## config.mk

```make
export PLATFORM = sky130hd
export DESIGN_NAME = rr_arbiter8_flat
export DESIGN_NICKNAME = d
export VERILOG_FILES = /design/src/rtl/arb_pkg.sv /design/src/rtl/rr_arbiter8_if.sv /design/src/rtl/rr_pick8.sv /design/src/rtl/rr_arbiter8.sv /design/src/flat_wrapper.sv
export SDC_FILE = /design/constraint.sdc
export NUM_CORES = 1
export LEC_CHECK = 0
export ABC_AREA = 1
export BUFFER_PORTS_ARGS = -buffer_cell sky130_fd_sc_hd__buf_2
export CORE_UTILIZATION = 30
export DETAILED_ROUTE_END_ITERATION = 10
export SYNTH_ARGS = -nofsm -noshare
export SYNTH_HDL_FRONTEND = slang
export SYNTH_HIERARCHICAL = 1
export SYNTH_SLANG_ARGS = --single-unit
```

## constraint.sdc

```tcl
create_clock -name clk -period 3.7 [get_ports clk]
set_clock_uncertainty 0.2 [all_clocks]
set_input_delay 0.37 -clock clk [delete_from_list [all_inputs] [get_ports clk]]
set_output_delay 0.37 -clock clk [all_outputs]
set_load 0.02 [all_outputs]
```

## src/rtl/arb_pkg.sv

```systemverilog
// Shared definitions for the 8-requester round-robin arbiter slice.
//
// Contents:
//   ARB_N, ARB_IDX_W         requester count and binary index width
//   ST_IDLE, ST_BUSY         FSM state encoding (1-bit, legacy-compatible)
//   HOLD_MAX_DEF, HOLD_W_DEF default hold-limit parameters
//   idx_to_onehot()          binary index -> one-hot request position
package arb_pkg;

  localparam int ARB_N     = 8;
  localparam int ARB_IDX_W = 3;

  localparam logic [0:0] ST_IDLE = 1'b0;
  localparam logic [0:0] ST_BUSY = 1'b1;

  localparam int HOLD_MAX_DEF = 16;
  localparam int HOLD_W_DEF   = 8;

  function automatic logic [ARB_N-1:0] idx_to_onehot(input logic [ARB_IDX_W-1:0] idx);
    logic [ARB_N-1:0] oh;
    oh      = '0;
    oh[idx] = 1'b1;
    return oh;
  endfunction

endpackage

```

## src/rtl/rr_arbiter8_if.sv

```systemverilog
// Request/grant bundle between eight requesters and the arbiter.
//
// Signals:
//   en        arbitration enable (requester side -> arbiter)
//   req[7:0]  request vector, bit i = requester i
//   gnt[7:0]  registered one-hot (or zero) grant
//   gnt_valid registered, equals |gnt
//   gnt_idx   registered binary index of the granted requester, 0 when idle
//
// Modports:
//   master  drives en/req, observes the grant
//   slave   the arbiter: observes en/req, drives the grant
interface rr_arbiter8_if;
  import arb_pkg::*;

  logic                 en;
  logic [ARB_N-1:0]     req;
  logic [ARB_N-1:0]     gnt;
  logic                 gnt_valid;
  logic [ARB_IDX_W-1:0] gnt_idx;

  modport master (output en, req, input gnt, gnt_valid, gnt_idx);
  modport slave  (input en, req, output gnt, gnt_valid, gnt_idx);

endinterface

```

## src/rtl/rr_pick8.sv

```systemverilog
// Combinational round-robin search for eight requesters.
//
// The winner is the first set bit of (req & mask) scanning circularly from
// ptr+1. The masked vector is concatenated with itself and shifted down by
// ptr+1, so the circular scan becomes a plain lowest-set-bit search.
//
// Ports:
//   req[7:0]        request vector
//   ptr[2:0]        last-granted index; the scan starts just after it
//   mask[7:0]       1 = requester may win this search
//   found           a winner exists
//   win_idx[2:0]    binary index of the winner (0 when none)
//   win_onehot[7:0] one-hot winner (0 when none)
module rr_pick8
  import arb_pkg::*;
(
  input  logic [ARB_N-1:0]     req,
  input  logic [ARB_IDX_W-1:0] ptr,
  input  logic [ARB_N-1:0]     mask,
  output logic                 found,
  output logic [ARB_IDX_W-1:0] win_idx,
  output logic [ARB_N-1:0]     win_onehot
);

  logic [ARB_N-1:0]     masked;
  logic [2*ARB_N-1:0]   dbl;
  logic [ARB_IDX_W:0]   shift;
  logic [ARB_N-1:0]     rot;
  logic [ARB_IDX_W-1:0] offs;

  assign masked = req & mask;
  assign dbl    = {masked, masked};
  // One extra bit so that ptr=7 shifts by 8 (start at bit 0) instead of 0.
  assign shift  = {1'b0, ptr} + (ARB_IDX_W+1)'(1);
  assign rot    = ARB_N'(dbl >> shift);

  // NOTE: every output of a combinational block gets a default up front, so
  // no path through the loop leaves it unassigned and infers a latch.
  always_comb begin
    found = 1'b0;
    offs  = '0;
    // Scan high-to-low so the lowest set bit (closest to ptr+1) wins last.
    for (int i = ARB_N - 1; i >= 0; i--) begin
      if (rot[i]) begin
        found = 1'b1;
        offs  = ARB_IDX_W'(i);
      end
    end
  end

  assign win_idx    = found ? (ptr + offs + ARB_IDX_W'(1)) : '0;
  assign win_onehot = found ? idx_to_onehot(win_idx) : '0;

endmodule

```

## src/rtl/rr_arbiter8.sv

```systemverilog
// 8-requester round-robin arbiter with registered one-hot grant, valid and
// binary index outputs (1-cycle request-to-grant latency).
//
// Ports:
//   clk  rising-edge clock
//   rst  synchronous active-high reset
//   bus  rr_arbiter8_if.slave: en, req in; gnt, gnt_valid, gnt_idx out
//
// Parameters:
//   HOLD_MAX  max consecutive grant cycles while others wait (2..255)
//   HOLD_W    hold counter width, 2**HOLD_W > HOLD_MAX
//
// Build option:
//   ARB_HOLD_LIMIT_EN  when defined, a requester that has held the grant for
//                      HOLD_MAX cycles is forced off if anyone else is
//                      waiting. When undefined, a grant is held until its
//                      request drops and no hold counter exists.
module rr_arbiter8
  import arb_pkg::*;
#(
  parameter int HOLD_MAX = HOLD_MAX_DEF,
  parameter int HOLD_W   = HOLD_W_DEF
)(
  input  logic         clk,
  input  logic         rst,
  rr_arbiter8_if.slave bus
);

  if (HOLD_MAX < 2 || HOLD_MAX > 255 || (64'd1 << HOLD_W) <= 64'(HOLD_MAX)) begin : g_param_check
    $error("rr_arbiter8: HOLD_MAX must be 2..255 and fit in HOLD_W bits");
  end

  logic [0:0]           state;
  logic [ARB_IDX_W-1:0] ptr;        // last granted; current owner while BUSY
  logic [ARB_N-1:0]     gnt_q;
  logic                 gnt_valid_q;
  logic [ARB_IDX_W-1:0] gnt_idx_q;

  logic                 cur_req;
  logic                 force_rot;
  logic [ARB_N-1:0]     pick_mask;
  logic                 found;
  logic [ARB_IDX_W-1:0] win_idx;
  logic [ARB_N-1:0]     win_onehot;
  logic                 hold;
  logic                 issue;

  assign cur_req = bus.req[ptr];

`ifdef ARB_HOLD_LIMIT_EN
  logic [HOLD_W-1:0] hold_cnt;
  logic              others_pending;

  assign others_pending = |(bus.req & ~idx_to_onehot(ptr));
  // ">=" rather than "==": once the counter has saturated with nobody else
  // waiting, a requester that shows up later still gets the grant rotated.
  assign force_rot = (state == ST_BUSY) && cur_req && bus.en && others_pending &&
                     (hold_cnt >= HOLD_W'(HOLD_MAX - 1));
  // A forced rotation must not pick the current owner again.
  assign pick_mask = force_rot ? ~idx_to_onehot(ptr) : '1;

  always_ff @(posedge clk) begin
    if (rst)
      hold_cnt <= '0;
    else if (issue)
      hold_cnt <= '0;
    else if (hold && hold_cnt != HOLD_W'(HOLD_MAX))
      hold_cnt <= hold_cnt + HOLD_W'(1);
  end
`else
  assign force_rot = 1'b0;
  assign pick_mask = '1;
`endif

  rr_pick8 u_pick (
    .req        (bus.req),
    .ptr        (ptr),
    .mask       (pick_mask),
    .found      (found),
    .win_idx    (win_idx),
    .win_onehot (win_onehot)
  );

  // Owner keeps the grant while it still requests; en is not consulted here,
  // so dropping en never revokes an outstanding grant.
  assign hold  = (state == ST_BUSY) && cur_req && !force_rot;
  // New grant from IDLE, on release (no bubble) or on forced rotation.
  assign issue = !hold && bus.en && found;

  // NOTE: sequential state uses non-blocking assignments so every register
  // samples the pre-edge values of its inputs, independent of statement order.
  always_ff @(posedge clk) begin
    if (rst) begin
      state       <= ST_IDLE;
      ptr         <= ARB_IDX_W'(ARB_N - 1);   // first search starts at bit 0
      gnt_q       <= '0;
      gnt_valid_q <= 1'b0;
      gnt_idx_q   <= '0;
    end else if (hold) begin
      state       <= ST_BUSY;
    end else if (issue) begin
      state       <= ST_BUSY;
      ptr         <= win_idx;
      gnt_q       <= win_onehot;
      gnt_valid_q <= 1'b1;
      gnt_idx_q   <= win_idx;
    end else begin
      state       <= ST_IDLE;
      gnt_q       <= '0;
      gnt_valid_q <= 1'b0;
      gnt_idx_q   <= '0;
    end
  end

  assign bus.gnt       = gnt_q;
  assign bus.gnt_valid = gnt_valid_q;
  assign bus.gnt_idx   = gnt_idx_q;

endmodule
```

## src/flat_wrapper.sv

```systemverilog
// flat-port wrapper written by rule: the top's interface ports become plain ports
module rr_arbiter8_flat import arb_pkg::*;
#(
  parameter int HOLD_MAX = HOLD_MAX_DEF,
  parameter int HOLD_W   = HOLD_W_DEF
)
  (clk, rst, bus_en, bus_req, bus_gnt, bus_gnt_valid, bus_gnt_idx);
  rr_arbiter8_if bus_i ();
  input  logic clk;
  input  logic rst;
  input wire logic [$bits(bus_i.en)-1:0] bus_en;
  input wire logic [$bits(bus_i.req)-1:0] bus_req;
  output wire logic [$bits(bus_i.gnt)-1:0] bus_gnt;
  output wire logic [$bits(bus_i.gnt_valid)-1:0] bus_gnt_valid;
  output wire logic [$bits(bus_i.gnt_idx)-1:0] bus_gnt_idx;
  assign bus_i.en = bus_en;
  assign bus_i.req = bus_req;
  assign bus_gnt = bus_i.gnt;
  assign bus_gnt_valid = bus_i.gnt_valid;
  assign bus_gnt_idx = bus_i.gnt_idx;
  rr_arbiter8 #(.HOLD_MAX(HOLD_MAX), .HOLD_W(HOLD_W)) u_core (.clk(clk), .rst(rst), .bus(bus_i));
endmodule
```

* Word level (Yosys, flattened, before mapping)
Cells that the tools add are included.
** Cells by class
- Order comparisons :: 3
- Muxes and demuxes :: 26
- Shift operators :: 1
- Add/sub/neg operators :: 3
- Bitwise operators :: 1
- Reductions and logical operators :: 6
** Operators with widths (count)
- 3-bit 2-to-1 mux :: 10
- 8-bit 2-to-1 mux :: 2
- 16-bit by 4-bit >> shifter with 8-bit output :: 1
- 1-bit 2-to-1 mux :: 12
- 3-bit by 4-bit < comparator with 1-bit output (second input constant) :: 2
- 3-bit by 1-bit adder with 4-bit output (second input constant) :: 1
- 1-bit logical AND :: 4
- 3-bit by 1-bit adder with 3-bit output (second input constant) :: 1
- 3-bit adder :: 1
- 1-bit binary-select mux with 3-bit select :: 1
- 1-bit demux with 3-bit select :: 1
- 3-bit by 1-bit >= comparator with 1-bit output (second input constant) :: 1
- 2-bit AND reduction :: 1
- 1-bit logical NOT :: 1
- 1-bit inverter :: 1
** Storage, ports and cells
- Register bits after elaboration :: 16
- Output and inout bits :: 12
- Input bits :: 11
- Word-level logic and storage cells :: 45

* Depth between registers and ports, before layout
- Word-level depth :: 19
- Depth in mapped cells :: 23

* Modules after synthesis
The synthesis kept the hierarchy.
** Modules (own cells, without submodules)
- rr_arbiter8 :: area an instance 728.2 sq um, instances 1, sequential area each 320.3 sq um, cells each 95
- rr_pick8 :: area an instance 691.9 sq um, instances 1, sequential area each 0.0 sq um, cells each 136

* Least setup slack after synthesis
Ideal clock, no wire load.
- Path type :: reg-to-reg
- From :: reg u_core.ptr[0]
- To :: reg u_core.gnt_q[6], in the netlist u_core/bus.gnt[6]
- Data required time :: 3.430 ns
- Setup slack :: 0.927 ns
- Stages on the path, launching flop included :: 22
- Arrival :: 2.502 ns
- Path buffers :: 1
- Period minus slack after synthesis :: 2.773 ns
- Cell sequence :: dfxtp_1 buf_6 nand2_1 nand3_1 nand2_1 o21ai_1 o21ai_0 nand2_1 nand2_1 nand2_1 nand2_1 nand2_1 ha_1 inv_1 fa_1 xnor2_1 inv_1 nand2_1 nand2_2 nor3_1 nand3_1 a21oi_1
** On the way
- Longest elaborated chain between the ends :: 19
- Elaborated cells between the ends (all ways) :: 34
** Ends and longest elaborated chain
- start: declaration :: line rr_arbiter8.sv:34 : logic [ARB_IDX_W-1:0] ptr;
- start signal: assignment :: line rr_arbiter8.sv:95 : ptr <= ARB_IDX_W'(ARB_N - 1);
- start signal: assignment :: line rr_arbiter8.sv:103 : ptr <= win_idx;
- 3-bit by 1-bit adder with 4-bit output :: line rr_pick8.sv:34 : assign shift = {1'b0, ptr} + (ARB_IDX_W+1)'(1);
- 16-bit by 4-bit >> shifter with 8-bit output :: line rr_pick8.sv:35 : assign rot = ARB_N'(dbl >> shift);
- 3-bit 2-to-1 mux (8 in series) :: line rr_pick8.sv:44 : if (rot[i]) begin
- 3-bit adder :: line rr_pick8.sv:51 : assign win_idx = found ? (ptr + offs + ARB_IDX_W'(1)) : '0;
- 3-bit by 1-bit adder with 3-bit output :: line rr_pick8.sv:51
- 3-bit 2-to-1 mux :: line rr_pick8.sv:51
- 3-bit by 4-bit < comparator with 1-bit output (implied by the code) or 3-bit by 1-bit >= comparator with 1-bit output (tied branches) :: line arb_pkg.sv:22 : oh[idx] = 1'b1;
- 1-bit logical AND (implied by the code) :: line arb_pkg.sv:22
- 1-bit 2-to-1 mux (implied by the code) :: line arb_pkg.sv:22
- 1-bit demux with 3-bit select :: line arb_pkg.sv:22
- 8-bit 2-to-1 mux * :: line rr_pick8.sv:52 : assign win_onehot = found ? idx_to_onehot(win_idx) : '0;
- net u_core.win_onehot[6] :: line rr_arbiter8.sv:44 : logic [ARB_N-1:0] win_onehot;
- 8-bit 2-to-1 mux * :: line rr_arbiter8.sv:101 : end else if (issue) begin
- end signal: assignment :: line rr_arbiter8.sv:104 : gnt_q <= win_onehot;
- end: declaration :: line rr_arbiter8.sv:35 : logic [ARB_N-1:0] gnt_q;
Mark *: on every way through the listed nets, which the timed path passes. The rest lies on a longest branch. The select of a mux whose other input is x is not followed.
A chain may end at the register's enable or synchronous reset.

* Final worst setup path
Ends and elaborated chain as after synthesis.

==> summary.txt <==
Synthesis
  • Mapped Area: 1420 µm²
  • Post-synth top area share: 0.2256
  • Yosys reg bits: 16
  • Sequential fraction of the synthesis area: 0.2256
  • Netlist cell types: 27
  • Top cells by area, synth: dfxtp_1 (23%), nand2_1 (18%), nand3_1 (17%)
  • Most frequent cells after synthesis: nand2_1 (67), nand3_1 (48), inv_1 (21), dfxtp_1 (16), nor2_1 (15)
  • Count leader, synth: nand2_1
  • Mean cell area of the mapped netlist: 6.148 µm²
  • Async S/R FF share, synth: 0
  • Number of synthesized flops with an enable pin: 0
  • Cell count after synthesis: 231
  • Ys flop type: dfxtp_1
  • Synth warn: 6
  • Largest area contributor in the netlist: dfxtp_1

GRT
  • Gr ovfl total: 0
  • First-pass GRT wire length: 6003 µm
  • Largest net degree at the start of global routing: 15
  • Vias in the first global route: 1358
  • Initial antenna violation count: 0
  • Gr usage total: 0.1447

Worst setup path
  • CP max FO: 14
  • CP Launch Type: flop
  • WP data arrival: 3220 ps
  • WS Path Type: flop to flop
  • Worst setup EP type: flop
  • Required time worst endpoint: 3680 ps

Power
  • Max VDD drop: 0.3476 mV
  • Pwr per Cell Area: 993.6 nW/µm²
  • P_leak: 0.8730 nW

Clock network
  • Total CTS buffers: 3
  • Clk Latency, worst-skew pair: 250 ps
  • Post-cts resize count: 0
  • Hold_buf cts: 0
  • Clock root buffer: clkbuf_8
  • H-tree levels: 1
  • Post-CTS setup repair buffer count: 0
  • Clk sink count: 16
  • CTS tree: done
  • Clock transition at the registers of the reported paths: 60 ps
  • CTS Buffer Depth: 2

Drt
  • Residual DRC: 0
  • Via count: 1480
  • Pre-Repair DR Iteration Count: 6
  • Initial drt markers: 134
  • Wire per inst: 10.35 µm
  • DR vias/cell: 4.625
  • Final ANT Viol Nets: 0
  • Final WL: 3313 µm

STA
  • Fin crit share: 0.8755
  • Achievable frequency: 0.3087 GHz
  • Final setup margin: 460.6 ps
  • TNS Setup: 0 ps
  • Final Hold Viols: 0
  • RSZ-0062 raised after global routing: false
  • Slew headroom: 0.6155
  • Crit path time final: 3239 ps
  • Final Setup Violations: 0
  • Max Slew Vio Count: 0
  • Hold_ws: 244.1 ps
  • Worst Tran Pin Value: 576.0 ps

Finish
  • Share of cells above drive strength 1: 0.1903
  • Nets@finish: 282
  • Diodes inserted: 0
  • Final core utilization: 0.3730
  • P&R area growth vs syn: 16.74%

Die
  • Chip height: 70.80 µm
  • Chip width: 70.80 µm
  • IO Count: 23
  • Core Rows: 24
  • Initial core utilization: 0.3195
  • Core area: 4444 µm²
  • Die area: 5013 µm²

Placed design
  • GPL Wtd Cong: 0.7869
  • HPWL Detailed: 2654 µm
  • DP Worst Slack: 486.6 ps
  • # port buffers: 22

Hold path
  • Worst hold path type: input pin to flop

Run status
  • Status: finished clean

Run
  • Max-Cap Viols: 0
[worst max-delay path: stages (launching register included)]
cell and delay (ps):
dfxtp_1 690, nand2_1 200, nand3_1 150, nand2_1 80, o21ai_1 140, o21ai_0 90, nand2_1 60, nand2_1 40
nand2_1 50, nand2_1 40, nand2_1 50, ha_1 130, inv_1 50, fa_1 370, xnor2_1 200, inv_1 60
nand2_1 100, nand2_2 90, nor3_1 150, nand3_1 110, a21oi_1 130
[routing by layer]
| metal | track usage | up-vias | share of wire |
|---|---|---|---|
| met5 | 0 | - | 0 |
| met4 | 0.01333 | 0 | 0.0051 |
| met3 | 0.02707 | 2 | 0.030 |
| met2 | 0.2393 | 22 | 0.45 |
| met1 | 0.2035 | 639 | 0.52 |
| li1 | - | 817 | - |
[registers in the layout (all words and copies together) (netlist names)]
name and flops:
u_core/state 1, u_core/bus.gnt 8, u_core/bus.gnt_valid 1, u_core/bus.gnt_idx 3
u_core/ptr 3
[path summary, 6_finish.rpt]
| kind | from | end | slack (ps) | cells after the start |
|---|---|---|---|---|
| min reg2reg | u_core/bus.gnt[3] | u_core/bus.gnt[3] | 290 | 2 |
| max | u_core/ptr[0] | u_core/bus.gnt[6] | 460 | 20 |
| max reg2reg | u_core/ptr[0] | u_core/bus.gnt[6] | 460 | 20 |
| min | rst | u_core/bus.gnt_idx[0] | 240 | 2 |
[cells in the final DEF, fill, tap and decap left out, drive strengths merged]
master,instances
a21oi,12
nand3,57
conb,18
nor3,2
dfxtp,16
nand2,74
nand3b,2
buf,26
xnor2,1
nor2,17
inv,23
ha,1
o21ai,3
clkbuf,4
nand4,11
fa,1
[layout make-up]
class                   instances  area [µm²]
flip-flops and latches         16       320.3
inverters                      23       96.34
repair buffers                 26       140.1
fillers                       497        2786
multi-input cells             199       980.9
well taps                      52       65.06
clock buffers                   4       55.05
[logic make-up (layout without fill, tap and decap cells)]
group                    after synthesis  in the layout  share of synthesized area
AO/OA/AOI/OAI                         15             15                    0.05286
adder cells (fa/ha/maj)                2              2                    0.02291
XOR/XNOR                               1              1                   0.006169
other                                  1             18                   0.002641
flip-flops                            16             16                     0.2256
AND/OR/NAND/NOR                      163            163                     0.5612
buffers and inverters                 33             53                     0.1286
[stage by stage]
step,power [W],instances,cell area [µm²]
3_3_place_gp,0.001503,316,1603
4_1_cts,0.001660,320,1658
2_1_floorplan,0.001300,248,1484
6_report,0.001647,320,1658
5_1_grt,0.001849,320,1658
3_5_place_dp,0.001497,316,1603
[report_power, final]
group | switching, W | leakage [nW] | internal [W] | total [W]
clock network | 0.0000600 | 0.0288 | 0.0000944 | 0.000154
registers | 0.0000615 | 0.131 | 0.000233 | 0.000295
logic | 0.000787 | 0.713 | 0.000411 | 0.00120
total | 0.000908 | 0.873 | 0.000739 | 0.00165
(Power assumes the default switching activity.)
